## src/rtl/counter_ctrl_pkg.sv

```systemverilog
// Shared types and constants for the interval-timer controller.
package counter_ctrl_pkg;

   typedef enum logic [1:0] {
      ST_IDLE = 2'd0,
      ST_RUN  = 2'd1,
      ST_DONE = 2'd2
   } state_e;

   localparam logic MODE_ONESHOT  = 1'b0;
   localparam logic MODE_PERIODIC = 1'b1;

endpackage : counter_ctrl_pkg

```

## src/rtl/counter_ctrl_counter_en.sv

```systemverilog
// WIDTH-bit up-counter with synchronous clear (dominant) and count enable.
module counter_en #(
   parameter int unsigned WIDTH = 4
) (
   input  logic             clk,
   input  logic             rst_n,
   input  logic             clr_i,
   input  logic             en_i,
   output logic [WIDTH-1:0] count_o
);

   logic [WIDTH-1:0] count_q;
   logic [WIDTH-1:0] count_d;

   always_comb begin
      count_d = count_q;
      if (clr_i) begin
         count_d = '0;
      end else if (en_i) begin
         count_d = count_q + 1'b1;
      end
   end

   always_ff @(posedge clk or negedge rst_n) begin
      if (!rst_n) begin
         count_q <= '0;
      end else begin
         count_q <= count_d;
      end
   end

   assign count_o = count_q;

endmodule : counter_en

```

## src/rtl/counter_ctrl.sv

```systemverilog
// Interval-timer controller: sequences a counter_en instance through
// IDLE/RUN/DONE, producing terminal ticks in one-shot or periodic mode.
module counter_ctrl
   import counter_ctrl_pkg::*;
#(
   parameter int unsigned WIDTH = 4
) (
   input  logic             clk,
   input  logic             rst_n,
   input  logic             start,
   input  logic             stop,
   input  logic             hold,
   input  logic             mode,
   input  logic [WIDTH-1:0] period,
   output logic [WIDTH-1:0] count,
   output logic             busy,
   output logic             tick,
   output logic             done,
   output logic             err
);

   state_e           state_q,  state_d;
   logic [WIDTH-1:0] period_q, period_d;
   logic             mode_q,   mode_d;
   logic             tick_q,   tick_d;
   logic             done_q,   done_d;
   logic             err_q,    err_d;
   logic             cnt_clr;
   logic             cnt_en;
   logic [WIDTH-1:0] cnt_val;

   counter_en #(
      .WIDTH (WIDTH)
   ) u_counter (
      .clk     (clk),
      .rst_n   (rst_n),
      .clr_i   (cnt_clr),
      .en_i    (cnt_en),
      .count_o (cnt_val)
   );

   always_ff @(posedge clk or negedge rst_n) begin
      if (!rst_n) begin
         state_q  <= ST_IDLE;
         period_q <= '0;
         mode_q   <= MODE_ONESHOT;
         tick_q   <= 1'b0;
         done_q   <= 1'b0;
         err_q    <= 1'b0;
      end else begin
         state_q  <= state_d;
         period_q <= period_d;
         mode_q   <= mode_d;
         tick_q   <= tick_d;
         done_q   <= done_d;
         err_q    <= err_d;
      end
   end

   // Priority stop > start > hold > increment; a restart never ticks.
   always_comb begin
      state_d  = state_q;
      period_d = period_q;
      mode_d   = mode_q;
      tick_d   = 1'b0;
      done_d   = done_q;
      err_d    = 1'b0;
      cnt_clr  = 1'b0;
      cnt_en   = 1'b0;
      if (stop) begin
         state_d = ST_IDLE;
         done_d  = 1'b0;
         cnt_clr = 1'b1;
      end else if (start) begin
         if (period != '0) begin
            period_d = period;
            mode_d   = mode;
            done_d   = 1'b0;
            cnt_clr  = 1'b1;
            state_d  = ST_RUN;
         end else begin
            err_d = 1'b1;
         end
      end else if (state_q == ST_RUN && !hold) begin
         if (cnt_val == period_q) begin
            cnt_clr = 1'b1;
            tick_d  = 1'b1;
            if (mode_q == MODE_ONESHOT) begin
               state_d = ST_DONE;
               done_d  = 1'b1;
            end
         end else begin
            cnt_en = 1'b1;
         end
      end
   end

   always_comb begin
      busy  = (state_q == ST_RUN);
      count = cnt_val;
      tick  = tick_q;
      done  = done_q;
      err   = err_q;
   end

endmodule : counter_ctrl

```

## config.mk

```make
export PLATFORM = sky130hd
export DESIGN_NAME = counter_ctrl
export DESIGN_NICKNAME = d
export VERILOG_FILES = /design/src/rtl/counter_ctrl_pkg.sv /design/src/rtl/counter_ctrl_counter_en.sv /design/src/rtl/counter_ctrl.sv
export SDC_FILE = /design/constraint.sdc
export NUM_CORES = 1
export LEC_CHECK = 0
export BUFFER_PORTS_ARGS = -buffer_cell sky130_fd_sc_hd__clkbuf_2
export CAP_MARGIN = 0
export CORE_AREA = 2 2 39 41
export CTS_CLUSTER_DIAMETER = 150
export DETAILED_ROUTE_END_ITERATION = 10
export DIE_AREA = 0 0 41 43
export PLACE_DENSITY = 0.73
export SLEW_MARGIN = 40
export SYNTH_ARGS = -nofsm -noshare
export SYNTH_HDL_FRONTEND = slang
export SYNTH_SLANG_ARGS = --single-unit
export TNS_END_PERCENT = 50
```

## constraint.sdc

```tcl
create_clock -name clk -period 1.5 [get_ports clk]
set_input_delay 0.15 -clock clk [delete_from_list [all_inputs] [get_ports clk]]
set_output_delay 0.15 -clock clk [all_outputs]
set_load 0.05 [all_outputs]
```

==> impl_metrics.csv <==
group,metric,value,unit
die,design.core.area,1384,um^2
sta,hold_ws,0.08225,ns
worst_setup_path,startpoint_type,"flip-flop",
logic_synthesis,syn_inst,52,
layout,n_antenna_cell,0,
logic_synthesis,syn_nets,63,
min_path,hp-class,"in2reg",
placed_design,place_hpwl,999.5,um
power_and_ir_drop,vdd_drop_max,483.8,uV
die,die_area,1763,um^2
die,die_h,43,um
detailed_routing,routed_via_density,5.406,
sta,slew_headroom,0.6935,
global_route,grt_util_all_layers,0.1924,
placed_design,io_buffer_count,17,
detailed_routing,antenna_left,0,
layout,nFillCells,123,
layout,multi_input_area,297.8,um^2
logic_synthesis,yosysWarnings,0,
worst_setup_path,arrival,1.58,ns
layout,final_common_cell,"clkbuf_2",
detailed_routing,drt_first_pass_iters,4,
clock_tree,clk_pin_slew,0.08,ns
logic_synthesis,yosysSeqAreaShare,0.5274,
job,maxCapViolCount,0,
status,status,"complete, no violations",
worst_setup_path,crit_path_end_kind,"flip-flop",
logic_synthesis,avgSynthCellArea,11.86,um^2
worst_setup_path,worst_path_max_delay_cell,"or3b_2",
clock_tree,cts_tree,"done",
detailed_routing,avgRoutedWirePerCell,13.60,um
sta,fmax,701.5,MHz
detailed_routing,drc,0,
global_route,grt_pass1_vias,485,
global_route,grt_max_degree,14,
power_and_ir_drop,p_leak,0.3857,nW
worst_setup_path,crit_type,"reg2reg",
layout,area_growth,33.47,%
clock_tree,ctsHtreeMaxLevel,1,
layout,nets,92,
worst_setup_path,cp_slowest_stage_delay,0.54,ns
detailed_routing,vias,519,
placed_design,gp_congestion,0.7878,
sta,skew,0.003243,ns
sta,timing_hold_violations_final,0,
clock_tree,root_buffer,"clkbuf_4",
worst_setup_path,required,1.66,ns
sta,final_max_slew_viol_count,0,
detailed_routing,drt-initial-drc-count,7,
clock_tree,cts_max_path_buffers,2,
die,initial_utilization,0.4458,
sta,rsz0062_at_grt,"true",
worst_setup_path,crit_chain,"or3b_2 > a21oi_2 > a31oi_1",
worst_setup_path,critPathTopFamily,"simple AND/OR/NAND/NOR gates",
min_path,min_from,"start",
die,fp-row-count,14,
worst_setup_path,cp_num_buf_inv,0,
logic_synthesis,syn-cell-area,616.8,um^2
sta,setup_viol,0,
logic_synthesis,ys_types,25,
layout,final-seq-area,331.6,um^2
logic_synthesis,yosys_register_bits,13,
clock_tree,cts_sinks,13,
global_route,grt_antenna_before_repair,0,
die,num_io_pins,18,
power_and_ir_drop,power.density,916.3,nW/um^2
sta,tightest_slew,0.4580,ns
clock_tree,clk-insertion-delay-late,0.28,ns
worst_setup_path,cp-startpoint,"state_q[1]$_DFFE_PN0P_",
layout,final_layout_size_suffix_gt1_frac,0.4875,
worst_setup_path,reg2reg_from,"state_q[1]$_DFFE_PN0P_",
sta,tns,0,ns
die,die_w,41,um
clock_tree,cts_made_buffers,3,
worst_setup_path,crit_fanout,5,
sta,fin_crit,1.426,ns
sta,fin_crit_sh,0.9504,
global_route,gr-total-overflow,0,
global_route,grt_pass1_wl,2139,um
detailed_routing,wirelength,1306,um
layout,layout_common_cells,"clkbuf_2, dfrtp_1, buf_4, dfrtp_2, xnor2_1",
[timing repair]
item                                    CTS  global route
endpoints found under the setup margin    0             4
endpoints found under the hold margin    13             0
hold buffers                              1             0
buffers inserted                          0             2
gates resized for setup                   0             1
[flip-flops by register name, indices dropped and copies added, names as in the netlist]
signal,cells
mode_q,1
tick,1
period_q,4
state_q,2
err,1
u_counter.count_o,4
[through the flow]
stage | power [mW] | cells | area [um^2] | util | setup slack (ns)
6_report | 0.7544 | 96 | 823.3 | 0.5949 | 0.07439
5_1_grt | 0.8028 | 96 | 823.3 | 0.5949 | -0.002954
4_1_cts | 0.7572 | 94 | 802.0 | 0.5796 | 0.01306
3_5_place_dp | 0.5302 | 89 | 765.7 | 0.5533 | 0.01707
3_3_place_gp | 0.5281 | 89 | 765.7 | 0.5533 | 0.08467
2_1_floorplan | 0.4800 | 52 | 630.6 | - | -0.006686
[power by group]
part           switching [mW]  total, mW  internal [mW]
clock network           0.113      0.216          0.103
logic                  0.0764      0.146         0.0698
registers              0.0186      0.392          0.374
[layout make-up]
| cell class | instances | share of cell area |
|---|---|---|
| inverter | 2 | 0.009119 |
| clock buffer | 4 | 0.03191 |
| multi-input combinational | 37 | 0.3617 |
| timing repair buffer | 24 | 0.1702 |
| sequential | 13 | 0.4027 |
| tap | 16 | 0.02432 |
[worst register-to-register path, stage by stage, from the launching register on]
cell and delay [ns]:
dfrtp_2 0.41, or3b_2 0.54, a21oi_2 0.25, a31oi_1 0.11
[worst paths after layout]
kind / end / slack (ns) / cells past startpoint
min: tick$_DFF_PN0_ / 0.08 / 2
min in group asynchronous: period_q[0]$_DFFE_PN0P_ / 0.29 / 2
max reg2reg: u_counter.count_o[2]$_DFFE_PN0P_ / 0.07 / 3
min reg2reg: u_counter.count_o[3]$_DFFE_PN0P_ / 0.51 / 1
max: u_counter.count_o[2]$_DFFE_PN0P_ / 0.07 / 3
max in group asynchronous: u_counter.count_o[2]$_DFFE_PN0P_ / 0.95 / 2
[metal layers]
metal  track usage  routed length [um]  up-vias
met5             0                   0        -
met4        0.1600                  48        0
met3       0.03141                  55        5
met2        0.2438                 609       14
met1        0.2740                 592      241
li1              -                   -      259
[logic make-up (layout without fill, tap and decap cells)]
group | after synthesis | count (layout) | share of synthesized area
AOI/OAI and AO/OA | 12 | 12 | 0.1501
adders and majority gates | 1 | 1 | 0.02028
and+or+nand+nor | 18 | 18 | 0.1988
xor gates and xnor gates | 4 | 4 | 0.05679
buffers and inverters | 2 | 30 | 0.01217
muxes | 2 | 2 | 0.03448
DFF | 13 | 13 | 0.5274
[synthesized netlist by cell type, drive strengths merged]
cell    instances  area [um^2]
nor2b           3        18.77
a31oi           3        18.77
a21oi           1        8.760
nand3           3        15.01
a41oi           1        8.760
nand2           1        3.750
inv             2        7.510
nand3b          1        7.510
nor4            3        18.77
ha              1        12.51
mux2            1        11.26
nor3b           1        18.77
o21ai           1        5.000
nand4           1        6.260
o22a            1        8.760
nor2            2        7.510
dfrtp          13        325.3
a22o            4        36.29
o22ai           1        6.260
mux2i           1        10.01
or4             1        11.26
nand2b          1        6.260
or3b            1        8.760
xnor2           4        35.03
Power figures use the tool's default switching activity.
